File: src/rtl/decode_issue_pkg.sv
// Shared types for the decode/issue stage: fetch/decode payloads, forwarding sources,
// control-field decode helpers.
package decode_issue_pkg;

  localparam int DI_XLEN    = 64;
  localparam int DI_RADDR_W = 5;
  localparam int DI_NFWD    = 3;
  localparam int ILEN       = 32;

  typedef logic [DI_XLEN-1:0]    word_t;
  typedef logic [DI_RADDR_W-1:0] creg_addr_t;
  typedef logic [ILEN-1:0]       instr_t;

  localparam logic [6:0] OPC_OP     = 7'b0110011;
  localparam logic [6:0] OPC_OPIMM  = 7'b0010011;
  localparam logic [6:0] OPC_LOAD   = 7'b0000011;
  localparam logic [6:0] OPC_STORE  = 7'b0100011;
  localparam logic [6:0] OPC_BRANCH = 7'b1100011;
  localparam logic [6:0] OPC_LUI    = 7'b0110111;

  typedef enum logic [3:0] {
    ALU_ADD, ALU_SUB, ALU_SLL, ALU_SLT, ALU_SLTU,
    ALU_XOR, ALU_SRL, ALU_SRA, ALU_OR, ALU_AND
  } alu_op_t;

  typedef enum logic {ST_EMPTY, ST_FULL} state_t;

  typedef struct packed {
    alu_op_t alu_op;
    logic    use_imm;
    logic    reg_write;
    logic    mem_read;
    logic    mem_write;
    logic    branch;
  } ctl_t;

  typedef struct packed {
    instr_t instr;
  } fetch_data_t;

  typedef struct packed {
    ctl_t       ctl;
    word_t      imm;
    creg_addr_t dst;
    creg_addr_t rs1;
    creg_addr_t rs2;
    word_t      srca;
    word_t      srcb;
    instr_t     instr;
  } decode_data_t;

  typedef struct packed {
    logic       valid;
    creg_addr_t dst;
    word_t      data;
    logic       pending;
  } fwd_src_t;

  function automatic alu_op_t alu_from_f3(input logic [2:0] f3, input logic alt);
    alu_op_t op;
    case (f3)
      3'b000:  op = alt ? ALU_SUB : ALU_ADD;
      3'b001:  op = ALU_SLL;
      3'b010:  op = ALU_SLT;
      3'b011:  op = ALU_SLTU;
      3'b100:  op = ALU_XOR;
      3'b101:  op = alt ? ALU_SRA : ALU_SRL;
      3'b110:  op = ALU_OR;
      default: op = ALU_AND;
    endcase
    return op;
  endfunction

  // Unknown opcodes decode to an all-zero control word, i.e. a no-op.
  function automatic ctl_t decode_ctl(input instr_t instr);
    ctl_t c;
    c = '0;
    case (instr[6:0])
      OPC_OP: begin
        c.reg_write = 1'b1;
        c.alu_op    = alu_from_f3(instr[14:12], instr[30]);
      end
      OPC_OPIMM: begin
        c.reg_write = 1'b1;
        c.use_imm   = 1'b1;
        c.alu_op    = alu_from_f3(instr[14:12], (instr[14:12] == 3'b101) && instr[30]);
      end
      OPC_LOAD: begin
        c.reg_write = 1'b1;
        c.use_imm   = 1'b1;
        c.mem_read  = 1'b1;
      end
      OPC_STORE: begin
        c.use_imm   = 1'b1;
        c.mem_write = 1'b1;
      end
      OPC_BRANCH: begin
        c.branch = 1'b1;
        c.alu_op = ALU_SUB;
      end
      OPC_LUI: begin
        c.reg_write = 1'b1;
        c.use_imm   = 1'b1;
      end
      default: c = '0;
    endcase
    return c;
  endfunction

  function automatic word_t decode_imm(input instr_t instr);
    word_t imm;
    case (instr[6:0])
      OPC_OPIMM, OPC_LOAD: imm = {{(DI_XLEN-12){instr[31]}}, instr[31:20]};
      OPC_STORE:           imm = {{(DI_XLEN-12){instr[31]}}, instr[31:25], instr[11:7]};
      OPC_BRANCH:          imm = {{(DI_XLEN-13){instr[31]}}, instr[31], instr[7],
                                  instr[30:25], instr[11:8], 1'b0};
      OPC_LUI:             imm = {{(DI_XLEN-32){instr[31]}}, instr[31:12], 12'b0};
      default:             imm = '0;
    endcase
    return imm;
  endfunction

endpackage

File: src/rtl/decode_issue_fwd_select.sv
// Combinational operand forwarding: lowest-index matching producer wins, x0 reads as zero.
// Reports whether the chosen producer's result is still pending.
module decode_issue_fwd_select
  import decode_issue_pkg::*;
#(
  parameter int NFWD = DI_NFWD
) (
  input  creg_addr_t            addr,
  input  word_t                 reg_data,
  input  fwd_src_t [NFWD-1:0]   src,
  output word_t                 value,
  output logic                  pending
);

  logic found;

  always_comb begin
    value   = reg_data;
    pending = 1'b0;
    found   = 1'b0;
    if (addr == '0) begin
      value = '0;
    end else begin
      for (int i = 0; i < NFWD; i++) begin
        if (!found && src[i].valid && (src[i].dst == addr)) begin
          found   = 1'b1;
          value   = src[i].data;
          pending = src[i].pending;
        end
      end
    end
  end

endmodule

File: src/rtl/decode_issue.sv
// Registered decode/issue stage with forwarding and load-use stall; 1 cycle accept-to-out_valid.
// Holds dataD under out_ready=0; optional perf counters with DECODE_ISSUE_PERF_EN.
module decode_issue
  import decode_issue_pkg::*;
#(
  parameter int XLEN    = DI_XLEN,
  parameter int NFWD    = DI_NFWD,
  parameter int RADDR_W = DI_RADDR_W
) (
  input  logic                    clk,
  input  logic                    reset,
  input  logic                    in_valid,
  output logic                    in_ready,
  input  fetch_data_t             dataF,
  output logic [RADDR_W-1:0]      ra1,
  output logic [RADDR_W-1:0]      ra2,
  input  logic [XLEN-1:0]         rd1,
  input  logic [XLEN-1:0]         rd2,
  input  logic [NFWD-1:0]         fwd_valid,
  input  logic [NFWD*RADDR_W-1:0] fwd_dst,
  input  logic [NFWD*XLEN-1:0]    fwd_data,
  input  logic [NFWD-1:0]         fwd_pending,
  input  logic                    flush,
  output logic                    out_valid,
  input  logic                    out_ready,
  output decode_data_t            dataD
`ifdef DECODE_ISSUE_PERF_EN
  ,
  output logic [63:0]             stall_cycles,
  output logic [63:0]             bubble_count
`endif
);

  fwd_src_t [NFWD-1:0] fwd_src;
  word_t               srca, srcb;
  logic                pend_a, pend_b;
  logic                hazard, can_advance, capture, bubble;
  decode_data_t        dec_data;
  decode_data_t        data_d, data_q;
  state_t              state_d, state_q;

  assign ra1 = dataF.instr[19:15];
  assign ra2 = dataF.instr[24:20];

  always_comb begin
    fwd_src = '0;
    for (int i = 0; i < NFWD; i++) begin
      fwd_src[i].valid   = fwd_valid[i];
      fwd_src[i].dst     = fwd_dst[i*RADDR_W +: RADDR_W];
      fwd_src[i].data    = fwd_data[i*XLEN +: XLEN];
      fwd_src[i].pending = fwd_pending[i];
    end
  end

  decode_issue_fwd_select #(.NFWD(NFWD)) u_fwd_a (
    .addr     (dataF.instr[19:15]),
    .reg_data (rd1),
    .src      (fwd_src),
    .value    (srca),
    .pending  (pend_a)
  );

  decode_issue_fwd_select #(.NFWD(NFWD)) u_fwd_b (
    .addr     (dataF.instr[24:20]),
    .reg_data (rd2),
    .src      (fwd_src),
    .value    (srcb),
    .pending  (pend_b)
  );

  always_comb begin
    dec_data       = '0;
    dec_data.ctl   = decode_ctl(dataF.instr);
    dec_data.imm   = decode_imm(dataF.instr);
    dec_data.rs1   = dataF.instr[19:15];
    dec_data.rs2   = dataF.instr[24:20];
    dec_data.dst   = dec_data.ctl.reg_write ? dataF.instr[11:7] : '0;
    dec_data.srca  = srca;
    dec_data.srcb  = srcb;
    dec_data.instr = dataF.instr;
  end

  assign out_valid   = (state_q == ST_FULL);
  assign hazard      = in_valid && (pend_a || pend_b);
  assign can_advance = !out_valid || out_ready;
  assign in_ready    = !reset && can_advance && !hazard && !flush;
  assign capture     = !flush && in_valid && in_ready;
  assign bubble      = !flush && hazard && can_advance;

  always_comb begin
    state_d = state_q;
    data_d  = data_q;
    if (flush) begin
      state_d = ST_EMPTY;
    end else if (capture) begin
      state_d = ST_FULL;
      data_d  = dec_data;
    end else if (bubble) begin
      state_d = ST_EMPTY;
    end else if ((state_q == ST_FULL) && out_ready) begin
      state_d = ST_EMPTY;
    end
  end

  always_ff @(posedge clk) begin
    if (reset) begin
      state_q <= ST_EMPTY;
      data_q  <= '0;
    end else begin
      state_q <= state_d;
      data_q  <= data_d;
    end
  end

  // The payload register only moves on capture; a bubble is signalled by masking ctl.
  always_comb begin
    dataD = data_q;
    if (state_q == ST_EMPTY) dataD.ctl = '0;
  end

`ifdef DECODE_ISSUE_PERF_EN
  logic [63:0] stall_d, stall_q, bubble_d, bubble_q;

  always_comb begin
    stall_d  = stall_q;
    bubble_d = bubble_q;
    if (in_valid && !in_ready && !flush && (stall_q != '1)) stall_d = stall_q + 64'd1;
    if (bubble && (bubble_q != '1)) bubble_d = bubble_q + 64'd1;
  end

  always_ff @(posedge clk) begin
    if (reset) begin
      stall_q  <= '0;
      bubble_q <= '0;
    end else begin
      stall_q  <= stall_d;
      bubble_q <= bubble_d;
    end
  end

  assign stall_cycles = stall_q;
  assign bubble_count = bubble_q;
`endif

endmodule

File: config.mk
export PLATFORM = sky130hd
export DESIGN_NAME = decode_issue
export DESIGN_NICKNAME = d
export VERILOG_FILES = /design/src/rtl/decode_issue_pkg.sv /design/src/rtl/decode_issue_fwd_select.sv /design/src/rtl/decode_issue.sv
export SDC_FILE = /design/constraint.sdc
export NUM_CORES = 1
export LEC_CHECK = 0
export CAP_MARGIN = 20
export CORE_AREA = 2 2 251 253
export DETAILED_ROUTE_END_ITERATION = 8
export DIE_AREA = 0 0 253 255
export GPL_ROUTABILITY_DRIVEN = 0
export GPL_TIMING_DRIVEN = 0
export PLACE_DENSITY = 0.52
export SETUP_SLACK_MARGIN = 0.2
export SLEW_MARGIN = 30
export SYNTH_ARGS = -nofsm -noshare
export SYNTH_HDL_FRONTEND = slang
export SYNTH_HIERARCHICAL = 1
export SYNTH_SLANG_ARGS = --single-unit
File: constraint.sdc
create_clock -name clk -period 3.4 [get_ports clk]
set_input_delay 0.51 -clock clk [delete_from_list [all_inputs] [get_ports clk]]
set_output_delay 0.51 -clock clk [all_outputs]
set_load 0.02 [all_outputs]
==> summary.md, run 1 <==
| Metric | Value |
|---|---|
| Die W | 253 um |
| Overflow left after global routing | 0 |
| Minimum clock period after layout | 3120 ps |
| Leak | 0.009760 uW |
| Synthesized area | 0.01453 mm2 |
| Share of layout cells above drive strength 1 | 0.1957 |
| Total track usage | 0.2386 |
| WP data required | 3820 ps |
| Full die area | 0.06452 mm2 |
| Post-route DRC | 0 |
| Setup CP Type | in -> reg |
| Top cell family by delay on the critical path | simple AND/OR/NAND/NOR gates |
| Post-synthesis sequential area ratio | 0.2851 |
| Synth cell types | 46 |
| HP Class | in -> reg |
| Warnings, synthesis | 6 |
| Dpl hpwl | 65780 um |
| FF+latch count, synth | 207 |
| Most common cell after layout, fill and taps aside | clkdlybuf4s50_1 |
| Routed via count | 16609 |
| Commonest cells after routing, fill and taps aside | clkdlybuf4s50_1, nand2_1, buf_4, dfxtp_1, a21oi_1 |
| WP buf/inv | 5 |
| Fin. max-slew vios | 0 |
| Unrepaired setup endpoints after global routing | true |
| Final period utilization | 0.9177 |
| Status | completed |
| First-pass GRT wire length | 113600 um |
| Clock tree root driver cell | clkbuf_16 |
| Critical path's slowest cell | clkdlybuf4s50_1 |
| Reg clk slew, reported paths | 60 ps |
| Total power | 7430 uW |
| Worst path max stage delay | 510 ps |
| Final net count | 2979 |
| Finished Layout Cells | 3432 |
| Mapped Cells | 1923 |
| CTS tree | built |
| Antenna Nets Post-Route | 0 |
| Crit path launch type | primary input |
| Maximum VDD drop | 0.0003519 V |
| CP endpoint kind | register |
| Rel. slew slack | 0.3928 |
| Via density | 4.839 |
| H-tree level count | 1 |
| Worst EP arrival | 3540 ps |
| Worst Tran Pin Value | 910.9 ps |
| Longest Clk Path Bufs | 3 |
| Final Hold Fails | 0 |
| Worst Clk Skew | 9.061 ps |
| I/O pin cnt | 638 |
| Worst-path fanout max | 10 |
| WL final | 81490 um |
| Pwr dens | 320.1 mW/mm2 |
| CTS buffer count | 26 |
| Num Clock Sinks | 207 |
| # setup viols final | 0 |
| DP Cell Count | 3360 |
| Worst-skew pair later-pin latency | 560 ps |
| Buffers on Ports | 636 |
| Reg2reg setup slack | 1230 ps |
| Vias in the first global route | 16663 |
| DR pass1 iterations | 6 |
| Max-Cap Viols | 0 |
| Initial DRC Count | 1297 |
| Syn_nets | 2301 |
| Cell Rows | 92 |
| Avg Cell Area, Syn | 7.558 um2 |
| Routed len/inst | 23.74 um |
| Core area | 0.06216 mm2 |
| Initial antenna violation count | 12 |
| Die Height | 255 um |
| Largest net degree at the start of global routing | 35 |
| CP Cell Sequence | clkdlybuf4s50_1 > xnor2_1 > nand4_1 > or3_1 > buf_6 > o21ai_1 > a21oi_2 > or3b_4 > or3_1 > buf_6 > buf_8 > buf_4 > nand2_1 > a21oi_1 |
| Initial Utilization | 0.2338 |
| FMAX | 0.3205 GHz |
| Syn-to-layout area delta | 59.73% |
==> stage by stage <==
step	setup WS (ps)	area [um2]	utilization	setup TNS, ps	hold slack, ps
floorplan	378.3	14530	-	0	427.3
global placement	-2236	21900	0.3523	-437490	435.1
detailed placement	-2351	21940	0.3530	-442130	446.7
CTS	208.1	23040	0.3706	0	272.2
global route	192.9	23200	0.3732	0	297.2
finish	279.8	23210	0.3735	0	306.9
==> power breakdown <==
group,internal [uW],leakage [uW],switching [uW]
combinational,982,0.00764,902
sequential,2510,0.00168,50.2
clock,1810,0.000444,1180
==> synthesized netlist by cell type (all sizes together) <==
cell	instances	share of area
and4bb	1	0.00086
and3	92	0.040
or2	1	0.00060
xnor2	11	0.0066
o21ai	6	0.0021
a22o	11	0.0066
o31ai	2	0.0010
o211ai	44	0.023
mux2	86	0.067
and2	18	0.0077
nor3	92	0.033
nand3b	3	0.0015
a32o	4	0.0028
nand4bb	1	0.00077
a211oi	20	0.011
dfxtp	207	0.29
or3b	1	0.00077
a32oi	5	0.0030
clkbuf	91	0.024
nor4	5	0.0042
nand3	47	0.016
nor2b	4	0.0017
nand2b	2	0.00086
inv	3	0.00077
xor2	20	0.012
a211o	87	0.052
buf	321	0.16
o41ai	1	0.00060
a22oi	5	0.0026
nand2	438	0.11
o21a	1	0.00052
or3	3	0.0013
nor2	31	0.0080
mux2i	43	0.030
nand4	46	0.020
a21oi	170	0.059
==> layout make-up <==
class                      count  area, um2
fill                        6507      38940
multi-input combinational   1301       7802
timing repair buffer         650       6454
sequential                   207       4145
buffer                       412       2861
tap                          799      999.7
clock buffer                  41      787.0
clock inverter                 7      123.9
antenna                       12      30.03
inverter                       3      11.26
==> sequential cells by signal, indices dropped and copies added, names as in the netlist <==
register and flops:
data_q 9, out_valid 1, dataD 197
==> what timing repair did <==
item / CTS / global route
buffers inserted: 10 / 2
pin swaps: 8 / 8
hold buffers: 0 / 0
setup endpoints to repair: 208 / 197
gates resized for setup: 104 / 69
==> cell families after synthesis <==
family / after synthesis / synth area share
muxes: 129 / 0.09625
DFF: 207 / 0.2851
and+or+nand+nor: 785 / 0.2515
xor gates and xnor gates: 31 / 0.01868
buffers and inverters: 415 / 0.1837
AOI/OAI and AO/OA: 356 / 0.1647
==> worst paths after layout <==
path	from	to	cells after the start
worst max register to register	out_valid	dataD[26]	6
worst min register to register	dataD[144]	dataD[144]	2
worst max-delay path	fwd_dst[0]	dataD[45]	14
worst min-delay path	dataF[22]	dataD[162]	3
==> routing by layer <==
metal | share of wire | global-route usage | wire length, um | vias to the layer above
met3 | 0.082 | 0.05237 | 6666 | 113
met2 | 0.49 | 0.4206 | 39560 | 782
met1 | 0.41 | 0.2910 | 33150 | 7886
met5 | 0.00092 | 0 | 75 | -
met4 | 0.025 | 0.06729 | 2044 | 10
li1 | - | - | - | 7818
==> worst register-to-register path, cell delays in order, from the launching register on <==
cell and delay, ps:
dfxtp_1 560, nor2b_1 450, or3_1 200, buf_6 160, clkbuf_1 440, nand2_1 110
a21oi_1 160
(Power assumes the default switching activity.)
==> run 2, diff against run 1 <==
Settings changed: ABC_AREA from default to 0.
==> results of run 2 <==
Same layout as run 1: the final DEF is identical, and so are final timing and power.
